$ cat config.mk
export PLATFORM = sky130hd
export DESIGN_NAME = lc3_mem_ctrl_flat
export DESIGN_NICKNAME = d
export VERILOG_FILES = /design/src/rtl/lc3_mem_ctrl_if.sv /design/src/rtl/lc3_mem_ctrl.sv /design/src/flat_wrapper.sv
export SDC_FILE = /design/constraint.sdc
export NUM_CORES = 1
export LEC_CHECK = 0
export ABC_CLOCK_PERIOD_IN_PS = 2100
export BUFFER_PORTS_ARGS = -buffer_cell sky130_fd_sc_hd__buf_2
export CORE_AREA = 2 2 73 82
export CTS_CLUSTER_DIAMETER = 120
export DETAILED_ROUTE_END_ITERATION = 8
export DIE_AREA = 0 0 75 84
export PLACE_DENSITY_LB_ADDON = 0.12
export SYNTH_ARGS = -nofsm -noshare
export SYNTH_HDL_FRONTEND = slang
export SYNTH_SLANG_ARGS = --single-unit
$ cat constraint.sdc
create_clock -name clk -period 2.1 [get_ports clk]
set_input_delay 0.105 -clock clk [delete_from_list [all_inputs] [get_ports clk]]
set_output_delay 0.105 -clock clk [all_outputs]
set_load 0.02 [all_outputs]
$ cat src/rtl/lc3_mem_ctrl_if.sv
// Signal bundle between the LC-3 core, lc3_mem_ctrl, the RAM and the MMIO devices.
// master = core/RAM/device side, slave = controller side.
interface lc3_mem_ctrl_if #(
    parameter int unsigned DATA_WIDTH = 16,
    parameter int unsigned ADDR_WIDTH = 16
);
    logic                  req;
    logic                  we;
    logic [ADDR_WIDTH-1:0] addr;
    logic [DATA_WIDTH-1:0] wdata;
    logic                  busy;
    logic                  done;
    logic [DATA_WIDTH-1:0] rdata;
    logic                  err;
    logic                  mem_cs;
    logic                  mem_r_w;
    logic [ADDR_WIDTH-1:0] mem_addr;
    logic [DATA_WIDTH-1:0] mem_data_in;
    logic                  mem_ready;
    logic [DATA_WIDTH-1:0] mem_data_out;
    logic                  kbd_valid;
    logic [7:0]            kbd_data;
    logic                  disp_ready;
    logic                  disp_valid;
    logic [7:0]            disp_data;

    modport master (
        output req, we, addr, wdata, mem_ready, mem_data_out, kbd_valid, kbd_data, disp_ready,
        input  busy, done, rdata, err, mem_cs, mem_r_w, mem_addr, mem_data_in, disp_valid,
               disp_data
    );

    modport slave (
        input  req, we, addr, wdata, mem_ready, mem_data_out, kbd_valid, kbd_data, disp_ready,
        output busy, done, rdata, err, mem_cs, mem_r_w, mem_addr, mem_data_in, disp_valid,
               disp_data
    );
endinterface

$ cat src/rtl/lc3_mem_ctrl.sv
// LC-3 initiator-side memory controller: one RAM access per request with timeout.
// Define LC3_MMIO_EN to decode the keyboard/display registers at 0xFE00-0xFE06.
module lc3_mem_ctrl #(
    parameter int unsigned DATA_WIDTH = 16,
    parameter int unsigned ADDR_WIDTH = 16,
    parameter int unsigned TIMEOUT    = 15
) (
    input logic           clk,
    input logic           reset,
    lc3_mem_ctrl_if.slave bus
);
    localparam int unsigned CW = $clog2(TIMEOUT + 1);

    typedef enum logic [1:0] {StIdle, StAccess, StWait, StDone} state_e;

    state_e                r_state;
    state_e                w_state_d;
    logic                  r_we;
    logic [ADDR_WIDTH-1:0] r_addr;
    logic [DATA_WIDTH-1:0] r_wdata;
    logic [DATA_WIDTH-1:0] r_rdata;
    logic                  r_err;
    logic [CW-1:0]         r_cnt;
    logic [CW-1:0]         w_cnt_inc;
    logic                  w_accept;
    logic                  w_ram_done;
    logic                  w_timeout;
    logic                  w_mmio;
    logic                  w_mmio_load;
    logic [DATA_WIDTH-1:0] w_mmio_rdata;

    always_ff @(posedge clk) begin
        if (reset) begin
            r_state <= StIdle;
        end else begin
            r_state <= w_state_d;
        end
    end

    // MMIO requests skip the RAM handshake and complete straight from IDLE.
    always_comb begin
        w_state_d  = r_state;
        w_accept   = 1'b0;
        w_ram_done = 1'b0;
        w_timeout  = 1'b0;
        w_cnt_inc  = r_cnt + CW'(1);
        unique case (r_state)
            StIdle: begin
                if (bus.req) begin
                    w_accept  = 1'b1;
                    w_state_d = w_mmio ? StDone : StAccess;
                end
            end
            StAccess: w_state_d = StWait;
            StWait: begin
                if (bus.mem_ready) begin
                    w_ram_done = 1'b1;
                    w_state_d  = StDone;
                end else if (w_cnt_inc == CW'(TIMEOUT)) begin
                    w_timeout = 1'b1;
                    w_state_d = StDone;
                end
            end
            StDone:  w_state_d = StIdle;
            default: w_state_d = StIdle;
        endcase
    end

    always_ff @(posedge clk) begin
        if (reset) begin
            r_we    <= 1'b0;
            r_addr  <= '0;
            r_wdata <= '0;
            r_rdata <= '0;
            r_err   <= 1'b0;
            r_cnt   <= '0;
        end else begin
            if (w_accept) begin
                r_we    <= bus.we;
                r_addr  <= bus.addr;
                r_wdata <= bus.wdata;
                r_err   <= 1'b0;
            end
            if (w_accept && w_mmio_load) begin
                r_rdata <= w_mmio_rdata;
            end
            if (r_state == StAccess) begin
                r_cnt <= '0;
            end else if (r_state == StWait && !bus.mem_ready) begin
                r_cnt <= w_cnt_inc;
            end
            // The RAM's read-before-write data is dropped on writes.
            if (w_ram_done && !r_we) begin
                r_rdata <= bus.mem_data_out;
            end
            if (w_timeout) begin
                r_err   <= 1'b1;
                r_rdata <= '0;
            end
        end
    end

    assign bus.busy        = (r_state != StIdle);
    assign bus.done        = (r_state == StDone);
    assign bus.rdata       = r_rdata;
    assign bus.err         = r_err;
    assign bus.mem_cs      = (r_state == StAccess);
    assign bus.mem_r_w     = (r_state == StAccess) & r_we;
    assign bus.mem_addr    = r_addr;
    assign bus.mem_data_in = r_wdata;

`ifdef LC3_MMIO_EN
    localparam logic [ADDR_WIDTH-1:0] KbsrAddr = ADDR_WIDTH'(32'hFE00);
    localparam logic [ADDR_WIDTH-1:0] KbdrAddr = ADDR_WIDTH'(32'hFE02);
    localparam logic [ADDR_WIDTH-1:0] DsrAddr  = ADDR_WIDTH'(32'hFE04);
    localparam logic [ADDR_WIDTH-1:0] DdrAddr  = ADDR_WIDTH'(32'hFE06);

    logic       r_kbd_flag;
    logic [7:0] r_kbd_char;
    logic       r_disp_valid;
    logic [7:0] r_disp_data;
    logic       w_kbsr;
    logic       w_kbdr;
    logic       w_dsr;
    logic       w_ddr;

    assign w_kbsr      = (bus.addr == KbsrAddr);
    assign w_kbdr      = (bus.addr == KbdrAddr);
    assign w_dsr       = (bus.addr == DsrAddr);
    assign w_ddr       = (bus.addr == DdrAddr);
    assign w_mmio      = w_kbsr | w_kbdr | w_dsr | w_ddr;
    assign w_mmio_load = w_mmio & ~(w_ddr & bus.we);

    always_comb begin
        w_mmio_rdata = '0;
        if (!bus.we) begin
            if (w_kbsr) begin
                w_mmio_rdata[DATA_WIDTH-1] = r_kbd_flag;
            end else if (w_kbdr) begin
                w_mmio_rdata[7:0] = r_kbd_char;
            end else if (w_dsr) begin
                w_mmio_rdata[DATA_WIDTH-1] = bus.disp_ready;
            end
        end
    end

    // A new character wins over a coincident KBDR read, so the flag stays set.
    always_ff @(posedge clk) begin
        if (reset) begin
            r_kbd_flag   <= 1'b0;
            r_kbd_char   <= '0;
            r_disp_valid <= 1'b0;
            r_disp_data  <= '0;
        end else begin
            r_disp_valid <= 1'b0;
            if (bus.kbd_valid) begin
                r_kbd_flag <= 1'b1;
                r_kbd_char <= bus.kbd_data;
            end else if (w_accept && w_kbdr && !bus.we) begin
                r_kbd_flag <= 1'b0;
            end
            if (w_accept && w_ddr && bus.we) begin
                r_disp_valid <= 1'b1;
                r_disp_data  <= bus.wdata[7:0];
            end
        end
    end

    assign bus.disp_valid = r_disp_valid;
    assign bus.disp_data  = r_disp_data;
`else
    logic w_unused;

    assign w_mmio         = 1'b0;
    assign w_mmio_load    = 1'b0;
    assign w_mmio_rdata   = '0;
    assign bus.disp_valid = 1'b0;
    assign bus.disp_data  = '0;
    assign w_unused       = ^{bus.kbd_valid, bus.kbd_data, bus.disp_ready};
`endif
endmodule
$ cat src/flat_wrapper.sv
// flat-port wrapper written by rule: the top's interface ports become plain ports
module lc3_mem_ctrl_flat 
#(
    parameter int unsigned DATA_WIDTH = 16,
    parameter int unsigned ADDR_WIDTH = 16,
    parameter int unsigned TIMEOUT    = 15
)
  (clk, reset, bus_req, bus_we, bus_addr, bus_wdata, bus_mem_ready, bus_mem_data_out, bus_kbd_valid, bus_kbd_data, bus_disp_ready, bus_busy, bus_done, bus_rdata, bus_err, bus_mem_cs, bus_mem_r_w, bus_mem_addr, bus_mem_data_in, bus_disp_valid, bus_disp_data);
  lc3_mem_ctrl_if #(.DATA_WIDTH(DATA_WIDTH), .ADDR_WIDTH(ADDR_WIDTH)) bus_i ();
  input logic clk;
  input logic reset;
  input wire logic [$bits(bus_i.req)-1:0] bus_req;
  input wire logic [$bits(bus_i.we)-1:0] bus_we;
  input wire logic [$bits(bus_i.addr)-1:0] bus_addr;
  input wire logic [$bits(bus_i.wdata)-1:0] bus_wdata;
  input wire logic [$bits(bus_i.mem_ready)-1:0] bus_mem_ready;
  input wire logic [$bits(bus_i.mem_data_out)-1:0] bus_mem_data_out;
  input wire logic [$bits(bus_i.kbd_valid)-1:0] bus_kbd_valid;
  input wire logic [$bits(bus_i.kbd_data)-1:0] bus_kbd_data;
  input wire logic [$bits(bus_i.disp_ready)-1:0] bus_disp_ready;
  output wire logic [$bits(bus_i.busy)-1:0] bus_busy;
  output wire logic [$bits(bus_i.done)-1:0] bus_done;
  output wire logic [$bits(bus_i.rdata)-1:0] bus_rdata;
  output wire logic [$bits(bus_i.err)-1:0] bus_err;
  output wire logic [$bits(bus_i.mem_cs)-1:0] bus_mem_cs;
  output wire logic [$bits(bus_i.mem_r_w)-1:0] bus_mem_r_w;
  output wire logic [$bits(bus_i.mem_addr)-1:0] bus_mem_addr;
  output wire logic [$bits(bus_i.mem_data_in)-1:0] bus_mem_data_in;
  output wire logic [$bits(bus_i.disp_valid)-1:0] bus_disp_valid;
  output wire logic [$bits(bus_i.disp_data)-1:0] bus_disp_data;
  assign bus_i.req = bus_req;
  assign bus_i.we = bus_we;
  assign bus_i.addr = bus_addr;
  assign bus_i.wdata = bus_wdata;
  assign bus_i.mem_ready = bus_mem_ready;
  assign bus_i.mem_data_out = bus_mem_data_out;
  assign bus_i.kbd_valid = bus_kbd_valid;
  assign bus_i.kbd_data = bus_kbd_data;
  assign bus_i.disp_ready = bus_disp_ready;
  assign bus_busy = bus_i.busy;
  assign bus_done = bus_i.done;
  assign bus_rdata = bus_i.rdata;
  assign bus_err = bus_i.err;
  assign bus_mem_cs = bus_i.mem_cs;
  assign bus_mem_r_w = bus_i.mem_r_w;
  assign bus_mem_addr = bus_i.mem_addr;
  assign bus_mem_data_in = bus_i.mem_data_in;
  assign bus_disp_valid = bus_i.disp_valid;
  assign bus_disp_data = bus_i.disp_data;
  lc3_mem_ctrl #(.DATA_WIDTH(DATA_WIDTH), .ADDR_WIDTH(ADDR_WIDTH), .TIMEOUT(TIMEOUT)) u_core (.clk(clk), .reset(reset), .bus(bus_i));
endmodule
* Word-level counts from Yosys, hierarchy flattened *
Cells that the tools add are included.

word-level totals
  output and inout port bits = 62
  logic and storage cells = 38
  bits of input ports = 63
  register bits = 56

operators by class
  muxes and demuxes = 13
  reduce and logical (&&, ||, !) cells = 10
  eq/ne operators = 6
  add/subtract/negate cells = 1
  bitwise gates (word level) = 1

operators with widths
  operator               number
  $mux W1                9
  $pmux W2 S4            1
  $mux W2                3
  $add A4 B1 Y4 const B  1
  $eq A2 B2 Y1 const B   2
  $eq A4 B4 Y1 const B   1
  $reduce_bool A2 Y1     2
  $reduce_or A2 Y1       2
  $ne A3 B2 Y1 const B   1
  $eq A2 B1 Y1 const B   1
  $logic_and A1 B1 Y1    2
  $logic_not A1 Y1       2
  $logic_not A2 Y1       1
  $ne A2 B2 Y1 const B   1
  $reduce_and A2 Y1      1
  $and A1 B1 Y1          1

* Depth between registers and ports, before layout *
  depth in word-level cells = 6
  gate-level depth with buffers = 8
  depth with buffers taken out = 6

* Worst setup path after synthesis *
No wires, ideal clock.

  path kind = register -> register
  from = reg u_core.r_state[0]
  to = reg u_core.r_rdata[10] (netlist: u_core.bus.rdata[10])
  data required time = 2.034 ns
  cell stages (with the launch flop) = 8
  slack = 0.579 ns
  library setup time = 0.066 ns
  buffers on the path = 2
  arrival time = 1.455 ns
  path through = dfxtp_1 -> inv_1 -> ha_1 -> nor2b_1 -> buf_2 -> a41o_2 -> buf_12 -> a21oi_2

between the ends
  cells in the longest elaborated chain, start to end = 3
  elaborated cells on any way between the ends = 5

RTL lines
  element                                                            RTL line            text
  start: declaration                                                 lc3_mem_ctrl.sv:16  state_e r_state;
  start signal: assignment                                           lc3_mem_ctrl.sv:34  r_state <= StIdle;
  start signal: assignment                                           lc3_mem_ctrl.sv:36  r_state <= w_state_d;
  $eq A2 B2 Y1 (*)                                                   lc3_mem_ctrl.sv:47  unique case (r_state)
  $mux W1                                                            lc3_mem_ctrl.sv:47
  $reduce_or A2 Y1 (no line) or $logic_and A1 B1 Y1 (tied branches)  n/a
  end signal: assignment                                             lc3_mem_ctrl.sv:85  r_rdata <= w_mmio_rdata;
  end signal: assignment                                             lc3_mem_ctrl.sv:94  r_rdata <= bus.mem_data_out;
  end: declaration                                                   lc3_mem_ctrl.sv:21  logic [DATA_WIDTH-1:0] r_rdata;

Every way passes the cells marked *; elsewhere a longest branch is shown, timed or not.
A chain may end at the register's enable or synchronous reset.

* Final worst setup path *
  from = reg u_core.r_state[0]
  to = reg u_core.r_rdata[0] (netlist: u_core.bus.rdata[0])

The elaborated chain is that of the path after synthesis.

==> flow_metrics.env <==
export IMPL_areaGrowthSynthToFinish_pct=26.7
export IMPL_path_depth=5
export IMPL_cp_end_kind="flop"
export IMPL_critical_path_top_delay_family="compound AO/OA/AOI/OAI gates"
export IMPL_wl_per_cell_um=11.7
export IMPL_critPathMaxFanout=16
export IMPL_drv_slew=0
export IMPL_ys_warn_count=0
export IMPL_core_area_um2=5550
export IMPL_max_slew_margin_pct=57.3
export IMPL_wl_um=5380
export IMPL_p_leak_nw=1.34
export IMPL_fin_area_um2=2940
export IMPL_cts_sinks=56
export IMPL_synth_top_area_share_pct=48.3
export IMPL_path_clk_slew_ps=100
export IMPL_synth_edf_count=0
export IMPL_fin_skew_ps=3.55
export IMPL_via_count=2109
export IMPL_synth_area_per_cell_um2=8.15
export IMPL_cts_tree="yes"
export IMPL_synth_most_common_cell="nand2_1"
export IMPL_drt_first_pass_iters=4
export IMPL_worstPathRequired_ps=2280
export IMPL_cts_root_buf="clkbuf_8"
export IMPL_syn_area_um2=2320
export IMPL_start_util_pct=41.8
export IMPL_insertedDiodeCount=0
export IMPL_synth_top_cells_by_count="104 x nand2_1, 56 x dfxtp_1, 40 x a21oi_1"
export IMPL_tns_ps=0
export IMPL_setup_viol=0
export IMPL_drtIter0Drc=69
export IMPL_ys_seq_area_share_pct=48.3
export IMPL_fin_nets=452
export IMPL_status="complete, no violations"
export IMPL_dp_cells=453
export IMPL_fmax_mhz=570
export IMPL_die_area_um2=6300
export IMPL_ys_flop_type="dfxtp_1"
export IMPL_drc=0
export IMPL_grt_max_degree=34
export IMPL_rsz0062_at_grt="no"
export IMPL_grt_pass1_wl_um=8630
export IMPL_hold_violations=0
export IMPL_async_reset_ff_share_pct=0
export IMPL_cp_slowest_cell="a41o_2"
export IMPL_stdcell_count=461
export IMPL_synth_largest_area_cell="dfxtp_1"
export IMPL_crit_buf_inv=1
export IMPL_period_share_pct=83.6
export IMPL_ant_nets=0
export IMPL_hold_path_class="in -> reg"
export IMPL_grt_pass1_vias=2006
export IMPL_crit_chain="inv_1 -> ha_1 -> nor2b_1 -> a41o_2 -> a21oi_1"
export IMPL_cts_buffers=5
export IMPL_post_dp_hpwl_um=3780
export IMPL_grt_overflow=0
export IMPL_grt_usage_pct=17.5
export IMPL_synthTopCellsByArea="dfxtp_1 48%, nand2_1 17%, a21oi_1 8.6%, a21oi_2 3.8%, buf_4 3.2%"
export IMPL_placed_area_um2=2850
export IMPL_drive_gt1_share_pct=34.9
export IMPL_die_height_um=84
export IMPL_fillCellCount=561
export IMPL_synth_cell_type_count=33
export IMPL_clockBufferDepth=2
export IMPL_clock_latency_ps=310
export IMPL_vdd_drop_max_mv=0.607
export IMPL_crit_arrival_ps=1940
export IMPL_die_x_um=75
export IMPL_worstRegToRegCells=5
export IMPL_power_density_nw_per_um2=987
export IMPL_p_total_w=0.00290
export IMPL_hold_depth=3
export IMPL_pin_count=125
export IMPL_place_congestion=0.758
export IMPL_slowest_delay_ps=530
export IMPL_crit_type="reg -> reg"
export IMPL_antenna_found_initial=0
export IMPL_worst_setup_path_start_kind="flop"
export IMPL_ys_ff_latch=56
export IMPL_htree_levels=2
export IMPL_rows=29
export IMPL_hold_buffers=0
export IMPL_port_buffers=105
export IMPL_maxCapViolations=0
export IMPL_fin_crit_ps=1760
export IMPL_register_area_um2=1120
export IMPL_multi_input_comb_area_um2=1060
export IMPL_netlist_instances=285
export IMPL_worst_slew_pin_slew_ps=639
export IMPL_vias_per_cell=4.57
## final timing paths
| check | start | to | slack (ps) |
|---|---|---|---|
| max | u_core.r_state[0] | u_core.bus.rdata[0] | 340 |
| min | bus_addr[12] | u_core.bus.mem_addr[12] | 20 |
| max reg2reg | u_core.r_state[0] | u_core.bus.rdata[0] | 340 |
| min reg2reg | u_core.bus.rdata[15] | u_core.bus.rdata[15] | 450 |
## flip-flops by register name, summed over array words and instances (netlist names)
register and count:
u_core.bus.mem_addr 16, u_core.bus.mem_data_in 16, u_core.bus.rdata 16, u_core.r_cnt 4
u_core.r_state 2, u_core.bus.err 1, u_core.r_we 1
## power breakdown
part           switching [W]  internal (W)  total [W]
logic               0.000635      0.000324   0.000959
registers          0.0000923       0.00123    0.00133
clock network       0.000349      0.000269   0.000618
total                0.00108       0.00183    0.00290
## through the flow
stage	setup WS [ps]	util [%]	hold slack [ps]
6_report	344	53.0	22.0
5_1_grt	176	53.0	9.72
4_1_cts	151	53.0	9.49
3_5_place_dp	15.6	51.3	352
3_3_place_gp	63.8	51.3	345
2_1_floorplan	579	-	181
## metal layers
metal  routed length [um]  up-vias  track usage [%]
met5                    0        -                0
met4                   65        0             5.68
met3                  416        6             5.07
met2                 2540       74             29.0
met1                 2360      930             21.3
li1                     -     1099                -
## cell usage in the layout (no fill, tap or decap), types with 2 or more instances in the layout
master / count
xnor2_1: 2
ha_1: 6
clkbuf_8: 6
nand2_1: 104
and2_1: 3
a21oi_1: 40
nor3_1: 4
conb_1: 9
xor2_1: 2
inv_1: 4
nor2b_1: 3
buf_2: 105
a21oi_2: 10
nor2_1: 3
nand3_1: 2
dfxtp_1: 56
nand2b_1: 3
buf_4: 4
## cell families (layout without fill, tap and decap cells)
family / after synthesis / count (layout) / synth area share [%]
xor+xnor: 4 / 4 / 1.51
fa+ha+maj: 6 / 6 / 3.23
compound gates: 58 / 58 / 16.0
buf+inv: 31 / 122 / 7.65
flops: 56 / 56 / 48.3
simple gates: 128 / 128 / 22.7
mux: 1 / 1 / 0.431
other cells: 1 / 9 / 0.161
## worst register-to-register path, stage by stage, from the launching register on
cell	delay [ps]
dfxtp_1	360
inv_1	130
ha_1	200
nor2b_1	330
a41o_2	530
a21oi_1	80
## what timing repair did
action,in CTS,in global routing
pin swaps,0,0
setup endpoints to repair,1,12
buffers inserted,0,0
resized for setup,1,1
hold endpoints to repair,0,0
## final cells by class
cell class                      instances  area share [%]
Inverter                                5           0.638
Sequential cell                        56            38.1
Clock inverter                          1           0.255
Timing Repair Buffer                  109            18.9
Multi-Input combinational cell        206            35.9
Clock buffer                            7            2.93
Tap cell                               77            3.27
Note: power is estimated with default switching activity, not from simulation.
